--- config.mk ---
export PLATFORM = sky130hd
export DESIGN_NAME = sc_config_regbank_flat
export DESIGN_NICKNAME = d
export VERILOG_FILES = /design/src/rtl/sc_config_regbank_pkg.sv /design/src/rtl/sc_config_regbank_if.sv /design/src/rtl/sc_config_regbank_dbreg.sv /design/src/rtl/sc_config_regbank.sv /design/src/flat_wrapper.sv
export SDC_FILE = /design/constraint.sdc
export NUM_CORES = 2
export LEC_CHECK = 0
export ABC_AREA = 1
export CORE_UTILIZATION = 64
export CTS_CLUSTER_SIZE = 30
export DETAILED_ROUTE_END_ITERATION = 16
export DONT_BUFFER_PORTS = 1
export GPL_TIMING_DRIVEN = 0
export PLACE_DENSITY = 0.85
export SLEW_MARGIN = 25
export SYNTH_ARGS = -nofsm -noshare
export SYNTH_HDL_FRONTEND = slang
export SYNTH_SLANG_ARGS = --single-unit
export TNS_END_PERCENT = 1
--- constraint.sdc ---
create_clock -name clk_i -period 27.3 [get_ports clk_i]
set_input_delay 2.73 -clock clk_i [delete_from_list [all_inputs] [get_ports clk_i]]
set_output_delay 2.73 -clock clk_i [all_outputs]
set_load 0.02 [all_outputs]
--- src/rtl/sc_config_regbank_pkg.sv ---
// sc_config_pkg: shared constants and address helpers for the scan-converter
// configuration register bank.
package sc_config_pkg;

  localparam int REG_W        = 32;
  localparam int BE_W         = REG_W / 8;
  localparam int CNT_W        = 8;
  localparam int CTRL_ADDR    = 0;
  localparam int CTRL_APPLY   = 0;
  localparam int CTRL_IMMED   = 1;
  localparam int CTRL_CANCEL  = 2;
  localparam int CTRL_CNT_LSB = 8;

  function automatic int status_addr(input int i);
    return 1 + i;
  endfunction

  function automatic int config_addr(input int k, input int num_status);
    return num_status + 1 + k;
  endfunction

  // Byte-lane merge: lanes with a set enable take new data, others keep the old word.
  function automatic logic [REG_W-1:0] be_merge(input logic [REG_W-1:0] old_w,
                                                input logic [REG_W-1:0] new_w,
                                                input logic [BE_W-1:0]  be);
    logic [REG_W-1:0] res;
    res = old_w;
    for (int b = 0; b < BE_W; b++) begin
      res[8*b +: 8] = be[b] ? new_w[8*b +: 8] : old_w[8*b +: 8];
    end
    return res;
  endfunction

endpackage

--- src/rtl/sc_config_regbank_if.sv ---
// sc_config_regbank_if: Avalon-MM slave bus bundle between the control CPU and
// the configuration register bank.
interface sc_config_regbank_if #(
  parameter int ADDR_W = 4
);
  logic [ADDR_W-1:0] address;
  logic [31:0]       writedata;
  logic [3:0]        byteenable;
  logic              write;
  logic              read;
  logic              chipselect;
  logic              waitrequest_n;
  logic [31:0]       readdata;
  logic              readdatavalid;

  modport master (
    output address, writedata, byteenable, write, read, chipselect,
    input  waitrequest_n, readdata, readdatavalid
  );

  modport slave (
    input  address, writedata, byteenable, write, read, chipselect,
    output waitrequest_n, readdata, readdatavalid
  );
endinterface

--- src/rtl/sc_config_regbank_dbreg.sv ---
// sc_config_dbreg: one byte-enabled shadow/active register pair. The shadow
// takes CPU writes; the active copy loads from the shadow on apply.
module sc_config_dbreg
  import sc_config_pkg::*;
(
  input  logic             clk_i,
  input  logic             rst_i,
  input  logic             i_wr_en,
  input  logic [REG_W-1:0] i_wdata,
  input  logic [BE_W-1:0]  i_be,
  input  logic             i_immediate,
  input  logic             i_apply,
  output logic [REG_W-1:0] o_shadow,
  output logic [REG_W-1:0] o_active
);

  logic [REG_W-1:0] r_shadow;
  logic [REG_W-1:0] r_active;
  logic [REG_W-1:0] w_merged;

  assign w_merged = be_merge(r_shadow, i_wdata, i_be);

  // Shadow word: byte-merged CPU writes.
  always_ff @(posedge clk_i or posedge rst_i) begin
    if (rst_i) begin
      r_shadow <= '0;
    end else if (i_wr_en) begin
      r_shadow <= w_merged;
    end
  end

  // Active word: an apply takes the pre-write shadow and outranks an immediate bypass.
  always_ff @(posedge clk_i or posedge rst_i) begin
    if (rst_i) begin
      r_active <= '0;
    end else if (i_apply) begin
      r_active <= r_shadow;
    end else if (i_wr_en && i_immediate) begin
      r_active <= w_merged;
    end
  end

  assign o_shadow = r_shadow;
  assign o_active = r_active;

endmodule

--- src/rtl/sc_config_regbank.sv ---
// sc_config_regbank: Avalon-MM register bank with double-buffered config words
// applied on frame boundaries. Build option SC_CONFIG_READBACK_EN enables shadow readback.
module sc_config_regbank
  import sc_config_pkg::*;
#(
  parameter int NUM_STATUS = 3,
  parameter int NUM_CONFIG = 10,
  parameter int ADDR_W     = 4
) (
  input  logic                        clk_i,
  input  logic                        rst_i,
  sc_config_regbank_if.slave          avalon_s,
  input  logic [REG_W*NUM_STATUS-1:0] status_i,
  input  logic                        frame_strobe_i,
  output logic [REG_W*NUM_CONFIG-1:0] config_o,
  output logic                        apply_pending_o,
  output logic                        apply_done_o
);

  localparam logic [ADDR_W-1:0] CTRL_A = ADDR_W'(CTRL_ADDR);

  if ((NUM_STATUS < 1) || (NUM_STATUS > 15) || (NUM_CONFIG < 1) || (NUM_CONFIG > 32)) begin : g_param_check
    $error("sc_config_regbank: NUM_STATUS or NUM_CONFIG out of range");
  end

  if (1 + NUM_STATUS + NUM_CONFIG > 2**ADDR_W) begin : g_addr_check
    $error("sc_config_regbank: register map does not fit in ADDR_W");
  end

  logic                        w_wr_acc;
  logic                        w_rd_acc;
  logic                        w_ctrl_wr;
  logic                        w_set_req;
  logic                        w_cancel_req;
  logic                        w_apply;
  logic [NUM_CONFIG-1:0]       w_cfg_wr;
  logic [REG_W*NUM_CONFIG-1:0] w_shadow_flat;
  logic [REG_W-1:0]            w_ctrl_word;
  logic [REG_W-1:0]            w_rd_mux;

  logic                        r_pending;
  logic                        r_immediate;
  logic                        r_apply_done;
  logic [CNT_W-1:0]            r_apply_cnt;
  logic                        r_rdvalid;
  logic [REG_W-1:0]            r_rdata;

  assign w_wr_acc     = avalon_s.chipselect & avalon_s.write;
  assign w_rd_acc     = avalon_s.chipselect & avalon_s.read;
  assign w_ctrl_wr    = w_wr_acc & (avalon_s.address == CTRL_A) & avalon_s.byteenable[0];
  assign w_set_req    = w_ctrl_wr & avalon_s.writedata[CTRL_APPLY];
  assign w_cancel_req = w_ctrl_wr & avalon_s.writedata[CTRL_CANCEL];
  // Only a request already registered before the strobe edge can trigger an apply.
  assign w_apply      = frame_strobe_i & r_pending;

  for (genvar k = 0; k < NUM_CONFIG; k++) begin : g_cfg
    localparam logic [ADDR_W-1:0] CFG_A = ADDR_W'(config_addr(k, NUM_STATUS));

    assign w_cfg_wr[k] = w_wr_acc & (avalon_s.address == CFG_A);

    sc_config_dbreg u_dbreg (
      .clk_i       (clk_i),
      .rst_i       (rst_i),
      .i_wr_en     (w_cfg_wr[k]),
      .i_wdata     (avalon_s.writedata),
      .i_be        (avalon_s.byteenable),
      .i_immediate (r_immediate),
      .i_apply     (w_apply),
      .o_shadow    (w_shadow_flat[REG_W*k +: REG_W]),
      .o_active    (config_o[REG_W*k +: REG_W])
    );
  end

  // Pending flag: cancel beats set, and a fresh set survives a coincident apply.
  always_ff @(posedge clk_i or posedge rst_i) begin
    if (rst_i) begin
      r_pending <= 1'b0;
    end else if (w_cancel_req) begin
      r_pending <= 1'b0;
    end else if (w_set_req) begin
      r_pending <= 1'b1;
    end else if (w_apply) begin
      r_pending <= 1'b0;
    end
  end

  // IMMEDIATE mode bit, apply counter and the apply-done pulse.
  always_ff @(posedge clk_i or posedge rst_i) begin
    if (rst_i) begin
      r_immediate  <= 1'b0;
      r_apply_cnt  <= '0;
      r_apply_done <= 1'b0;
    end else begin
      if (w_ctrl_wr) begin
        r_immediate <= avalon_s.writedata[CTRL_IMMED];
      end
      if (w_apply) begin
        r_apply_cnt <= r_apply_cnt + 8'd1;
      end
      r_apply_done <= w_apply;
    end
  end

  // CTRL readback word assembly.
  always_comb begin
    w_ctrl_word                         = '0;
    w_ctrl_word[CTRL_APPLY]             = r_pending;
    w_ctrl_word[CTRL_IMMED]             = r_immediate;
    w_ctrl_word[CTRL_CNT_LSB +: CNT_W]  = r_apply_cnt;
  end

  // Read mux: address hits are one-hot, so the selected words are OR-combined.
  always_comb begin
    w_rd_mux = (avalon_s.address == CTRL_A) ? w_ctrl_word : '0;
    for (int i = 0; i < NUM_STATUS; i++) begin
      w_rd_mux = w_rd_mux | ((avalon_s.address == ADDR_W'(status_addr(i)))
                             ? status_i[REG_W*i +: REG_W] : '0);
    end
`ifdef SC_CONFIG_READBACK_EN
    for (int k = 0; k < NUM_CONFIG; k++) begin
      w_rd_mux = w_rd_mux | ((avalon_s.address == ADDR_W'(config_addr(k, NUM_STATUS)))
                             ? w_shadow_flat[REG_W*k +: REG_W] : '0);
    end
`endif
  end

`ifndef SC_CONFIG_READBACK_EN
  logic w_unused_shadow;
  assign w_unused_shadow = ^w_shadow_flat;
`endif

  // Read data register: one-cycle latency, zero whenever not qualified.
  always_ff @(posedge clk_i or posedge rst_i) begin
    if (rst_i) begin
      r_rdvalid <= 1'b0;
      r_rdata   <= '0;
    end else begin
      r_rdvalid <= w_rd_acc;
      r_rdata   <= w_rd_acc ? w_rd_mux : '0;
    end
  end

  assign avalon_s.waitrequest_n = 1'b1;
  assign avalon_s.readdata      = r_rdata;
  assign avalon_s.readdatavalid = r_rdvalid;
  assign apply_pending_o        = r_pending;
  assign apply_done_o           = r_apply_done;

endmodule

--- src/flat_wrapper.sv ---
// flat-port wrapper written by rule: the top's interface ports become plain ports
module sc_config_regbank_flat import sc_config_pkg::*;
#(
  parameter int NUM_STATUS = 3,
  parameter int NUM_CONFIG = 10,
  parameter int ADDR_W     = 4
)
  (clk_i, rst_i, status_i, frame_strobe_i, config_o, apply_pending_o, apply_done_o, avalon_s_address, avalon_s_writedata, avalon_s_byteenable, avalon_s_write, avalon_s_read, avalon_s_chipselect, avalon_s_waitrequest_n, avalon_s_readdata, avalon_s_readdatavalid);
  sc_config_regbank_if #(.ADDR_W(ADDR_W)) avalon_s_i ();
  input  logic clk_i;
  input  logic rst_i;
  input  logic [REG_W*NUM_STATUS-1:0] status_i;
  input  logic frame_strobe_i;
  output logic [REG_W*NUM_CONFIG-1:0] config_o;
  output logic apply_pending_o;
  output logic apply_done_o;
  input wire logic [$bits(avalon_s_i.address)-1:0] avalon_s_address;
  input wire logic [$bits(avalon_s_i.writedata)-1:0] avalon_s_writedata;
  input wire logic [$bits(avalon_s_i.byteenable)-1:0] avalon_s_byteenable;
  input wire logic [$bits(avalon_s_i.write)-1:0] avalon_s_write;
  input wire logic [$bits(avalon_s_i.read)-1:0] avalon_s_read;
  input wire logic [$bits(avalon_s_i.chipselect)-1:0] avalon_s_chipselect;
  output wire logic [$bits(avalon_s_i.waitrequest_n)-1:0] avalon_s_waitrequest_n;
  output wire logic [$bits(avalon_s_i.readdata)-1:0] avalon_s_readdata;
  output wire logic [$bits(avalon_s_i.readdatavalid)-1:0] avalon_s_readdatavalid;
  assign avalon_s_i.address = avalon_s_address;
  assign avalon_s_i.writedata = avalon_s_writedata;
  assign avalon_s_i.byteenable = avalon_s_byteenable;
  assign avalon_s_i.write = avalon_s_write;
  assign avalon_s_i.read = avalon_s_read;
  assign avalon_s_i.chipselect = avalon_s_chipselect;
  assign avalon_s_waitrequest_n = avalon_s_i.waitrequest_n;
  assign avalon_s_readdata = avalon_s_i.readdata;
  assign avalon_s_readdatavalid = avalon_s_i.readdatavalid;
  sc_config_regbank #(.NUM_STATUS(NUM_STATUS), .NUM_CONFIG(NUM_CONFIG), .ADDR_W(ADDR_W)) u_core (.clk_i(clk_i), .rst_i(rst_i), .avalon_s(avalon_s_i), .status_i(status_i), .frame_strobe_i(frame_strobe_i), .config_o(config_o), .apply_pending_o(apply_pending_o), .apply_done_o(apply_done_o));
endmodule
Word-level counts from Yosys, hierarchy flattened
Index checks and enable logic that the tools add are counted.
- add/sub/neg operators: 1
- eq/ne operators: 13
- mux-type cells: 68
- bitwise operators: 20
- reduce and logical (&&, ||, !) cells: 22
- operators by type and width (cell ; count):
    $mux 32 ; 24
    $mux 8 ; 40
    $or 32x32->32 ; 3
    $eq 4x4->1 const B ; 6
    $reduce_bool 2->1 ; 10
    $and 1x1->1 ; 17
    $eq 4x3->1 const B ; 4
    $mux 16 ; 1
    $logic_and 1x1->1 ; 10
    $add 8x1->8 const B ; 1
    $eq 4x2->1 const B ; 2
    $eq 4x1->1 const B ; 1
    $logic_not 4->1 ; 1
    $mux 1 ; 3
    $reduce_bool 3->1 ; 1
- register bits: 684
- output and inout bits: 356
- logic and storage cells: 150

Depth between registers and ports, before layout
- depth after elaboration: 6
- mapped depth: 8
- gate-level depth less buffers: 7

Cells and area by module
A second synthesis with hierarchy kept.
- cell total of the unflattened synthesis: 4525
- area, all modules: 33729.8 µm²
- modules (own cells, without submodules) (module ; times used ; cells each ; area an instance (µm²) ; seq. area each (µm²)):
    sc_config_dbreg ; 10 ; 416 ; 3115.5 ; 1601.5
    sc_config_regbank ; 1 ; 365 ; 2575.0 ; 1101.1

Least setup slack after synthesis
Ideal clock, no wire load.
- kind: input -> register
- start point: input port avalon_s_write
- end point: register u_core.g_cfg[1].u_dbreg.r_shadow[0]
- library setup time: 0.130 ns
- arrival time: 3.712 ns
- path slack: 23.458 ns
- stages: 6
- path buffers: 1
- cell sequence: nand2_2 nor2_1 inv_1 nor2_2 clkbuf_1 o21ai_0
- word-level cells in the longest chain between the ends: 2
- RTL lines (item ; RTL line ; text):
    from (decl) ; flat_wrapper.sv:20 ; input wire logic [$bits(avalon_s_i.write)-1:0] avalon_s_write;
    $and 1x1->1 ; sc_config_regbank.sv:48 ; assign w_wr_acc = avalon_s.chipselect & avalon_s.write;
    $and 1x1->1 ; sc_config_regbank.sv:59 ; assign w_cfg_wr[k] = w_wr_acc & (avalon_s.address == CFG_A);
    to (signal assigned) ; sc_config_regbank_dbreg.sv:28 ; r_shadow <= w_merged;
    to (decl) ; sc_config_regbank_dbreg.sv:17 ; logic [REG_W-1:0] r_shadow;
No other way between the ends.
A chain may end at the register's enable or synchronous reset.

Worst setup path in the final report
- start point: input port avalon_s_byteenable[0]
- end point: register u_core.g_cfg[1].u_dbreg.r_active[4]
- word-level cells in the longest chain between the ends: 3
- RTL lines (item ; RTL line ; text):
    from (decl) ; flat_wrapper.sv:19 ; input wire logic [$bits(avalon_s_i.byteenable)-1:0] avalon_s_byteenable;
    $mux 8 ; sc_config_regbank_pkg.sv:29 ; res[8*b +: 8] = be[b] ? new_w[8*b +: 8] : old_w[8*b +: 8];
    $mux 32 ; sc_config_regbank_dbreg.sv:38 ; end else if (i_wr_en && i_immediate) begin
    $mux 32 ; sc_config_regbank_dbreg.sv:36 ; end else if (i_apply) begin
    to (signal assigned) ; sc_config_regbank_dbreg.sv:37 ; r_active <= r_shadow;
    to (signal assigned) ; sc_config_regbank_dbreg.sv:39 ; r_active <= w_merged;
    to (decl) ; sc_config_regbank_dbreg.sv:18 ; logic [REG_W-1:0] r_active;
No other way between the ends. The select of a mux whose other input is x is not followed.

==> flow_summary_export.csv <==
group,metric,value,unit
floorplanning,coreArea,0.0506,sq mm
floorplanning,start_util,65.3,%
cts,post_cts_resized,0,
grt,antenna_found_initial,15,
cts,cts_tree,"done",
floorplanning,die_w,229,microns
grt,grt_use_total,42.3,%
timing,post-route-period-util,16.9,%
timing,slew_violations,0,
synth,synth_warnings,0,
routing,via_per_inst,6.01,
floorplanning,rows,82,
routing,wire_per_inst,21.0,microns
power,sequentialPowerShare,50.6,%
setup_path,crit_type,"in -> reg",
synth,ys_types,24,
placed_design,portBuffers,0,
placed_design,place.gp.congestion,0.931,
timing,worst_pin_slew,1.31,ns
layout,synthToLayoutAreaGrowth,10.4,%
timing,fin_tns_setup,0,ns
routing,drt-total-wl,112,mm
grt,grt_pass1_vias,29300,
cts,clk_pin_slew,0.06,ns
routing,wl_met1,42.1,mm
synth,yosysSeqAreaShare,51.8,%
floorplanning,die_h,229,microns
synth,synth_nets,4667,
synth,synth_area,0.0330,sq mm
synth,ys_ff_latch,684,
timing,worst_slack,22.69,ns
power,netSwitchingPower,0.889,mW
cts,cts_setup_buffers,0,
timing,hold_viol_final,0,
layout,final_cell_mix,"nand2_1 (2074), dfrtp_1 (684), o21ai_0 (635), nand3_1 (415), inv_1 (362)",
synth,syn_avg_cell_area,7.30,sq um
routing,ant_nets,0,
placed_design,place_ws,22.28,ns
setup_path,cp.required,27.84,ns
timing,maxSlewHeadroom,12.6,%
routing,wl_met3,15.6,mm
routing,vias,32100,
cts,cts_buffers,71,
power,total_power,2.79,mW
timing,setup_viol,0,
layout,drive_gt1_share,4.53,%
routing,highest_layer,"met5",
layout,layout.nets,4747,
cts,clockBufferDepth,3,
floorplanning,io_pins,498,
grt,grt_pass1_wl,170,mm
setup_path,crit_path_start_kind,"input port",
timing,fin_crit,4.61,ns
power,p_clk_share,35.8,%
cts,clock_tree.root_cell,"clkbuf_16",
cts,cts_sinks,684,
layout,fillCellCount,3816,
routing,wl_met2,47.8,mm
timing,rsz0062_at_grt,"false",
power,pwr-share-comb,13.6,%
layout,fin_area,0.0365,sq mm
placed_design,postPlaceCellArea,0.0341,sq mm
layout,finish.utilization,72.1,%
min_path,hp-class,"reg -> reg",
cts,insertion_delay,0.62,ns
cts,htreeDepth,3,
timing,clock_skew,0.0209,ns
timing,max_freq,217,MHz
power,leakage,19.7,nW
synth,syn-instance-count,4524,
outcome,run_status,"finished clean",
power,sw_frac_of_total,31.8,%
power,p_int,1.90,mW
power,peakVddDrop,0.0611,mV
placed_design,dp_hpwl,76.4,mm
cts,hold_buffers,0,
power,power.density_cell_area,76.5,mW/mm^2
run,drv_cap,0,
setup_path,cp_max_fo,10,
routing,drc,0,
grt,globalRouteOverflowTotal,0,
routing,drtIter0Drc,4666,
floorplanning,die_area,0.0525,sq mm
layout,layout_commonest_cell,"nand2_1",
setup_path,cp.arrival,5.15,ns
setup_path,critPathCaptureType,"register",
routing,firstDrtPassIters,9,
grt,grt_max_degree,99,
-- cells in the mapped netlist --
| cell | n | share of area (%) |
|---|---|---|
| nand2_1 | 2075 | 24 |
| dfrtp_1 | 684 | 52 |
| o21ai_0 | 635 | 9.6 |
| nand3_1 | 415 | 6.3 |
| inv_1 | 363 | 4.1 |
| clkbuf_1 | 169 | 1.9 |
| buf_2 | 72 | 1.1 |
| buf_1 | 41 | 0.47 |
| nor2_1 | 34 | 0.39 |
| nor2_2 | 10 | 0.19 |
| o21ai_1 | 5 | 0.076 |
| nand4_1 | 4 | 0.076 |
| xor2_1 | 3 | 0.080 |
| inv_2 | 2 | 0.023 |
| nor3_4 | 2 | 0.098 |
| xnor2_1 | 2 | 0.053 |
| a21oi_1 | 1 | 0.015 |
| buf_4 | 1 | 0.023 |
| clkinv_1 | 1 | 0.011 |
| conb_1 | 1 | 0.011 |
| ha_1 | 1 | 0.038 |
| nand2_2 | 1 | 0.019 |
| nand3b_1 | 1 | 0.023 |
| nor3_1 | 1 | 0.015 |
-- per-stage QoR --
step | hold WS, ns | cells
6_report | 0.520 | 5338
5_1_grt | 0.553 | 5335
4_1_cts | 0.521 | 5329
3_5_place_dp | 0.514 | 5203
3_3_place_gp | 0.512 | 5196
2_1_floorplan | 0.475 | 4524
-- worst paths after layout --
| kind | startpoint | end | slack [ns] | cells past startpoint |
|---|---|---|---|---|
| max | avalon_s_byteenable[0] | u_core.g_cfg[1].u_dbreg.o_active[4]$_DFFE_PP0P_ | 22.69 | 8 |
| max in group asynchronous | rst_i | u_core.g_cfg[0].u_dbreg.o_active[30]$_DFFE_PP0P_ | 23.90 | 3 |
| min | u_core.r_apply_cnt[4]$_DFFE_PP0P_ | u_core.r_apply_cnt[4]$_DFFE_PP0P_ | 0.52 | 1 |
| max reg2reg | u_core.apply_pending_o$_DFFE_PP0P_ | u_core.g_cfg[4].u_dbreg.o_active[31]$_DFFE_PP0P_ | 24.62 | 8 |
| min reg2reg | u_core.r_apply_cnt[4]$_DFFE_PP0P_ | u_core.r_apply_cnt[4]$_DFFE_PP0P_ | 0.52 | 1 |
| min in group asynchronous | rst_i | u_core.g_cfg[8].u_dbreg.o_active[14]$_DFFE_PP0P_ | 2.03 | 1 |
-- kinds of logic after synthesis --
| kind of cell | synth area share [%] |
|---|---|
| adder cells (fa/ha/maj) | 0.0379 |
| XOR/XNOR | 0.133 |
| AO/OA/AOI/OAI | 9.71 |
| AND/OR/NAND/NOR | 30.7 |
| buffers and inverters | 7.66 |
| other | 0.0113 |
| flip-flops | 51.8 |
-- metal layers --
metal	vias to the layer above	GRT usage, %
met3	396	12.2
li1	14400	-
met4	4	24.9
met2	2265	60.1
met5	-	0
met1	15000	58.0
-- area by class of cell --
class	instances	area [sq um]	area share, %
well taps	672	841	2.30
flip-flops and latches	684	17100	46.9
clock buffers	104	2120	5.82
inverters	366	1380	3.79
clock inverters	22	255	0.699
diodes	9	22.5	0.0617
repair buffers	7	193	0.528
plain buffers	283	1160	3.17
multi-input cells	3191	13400	36.7
-- power groups by stage --
stage,combinational (mW),sequential (mW),clock (mW)
2_1_floorplan,0.275,1.38,0
3_3_place_gp,0.342,1.42,0
3_5_place_dp,0.366,1.42,0
4_1_cts,0.373,1.41,1.00
5_1_grt,0.437,1.43,1.04
6_report,0.381,1.41,1.00
-- sequential cells by signal, indices dropped and copies added, names as in the netlist --
name / flops
u_core.g_cfg.u_dbreg.o_active: 320
u_core.g_cfg.u_dbreg.o_shadow: 320
u_core.avalon_s.readdata: 32
u_core.r_apply_cnt: 8
u_core.apply_done_o: 1
u_core.apply_pending_o: 1
u_core.avalon_s.readdatavalid: 1
u_core.r_immediate: 1
-- critical path: stages --
cell	delay, ns
clkbuf_1	0.68
buf_2	0.39
nand2_1	0.65
o21ai_0	0.35
nand2_1	0.09
nand2_1	0.08
nand2_1	0.07
nand2_1	0.09
Power figures use the tool's default switching activity.
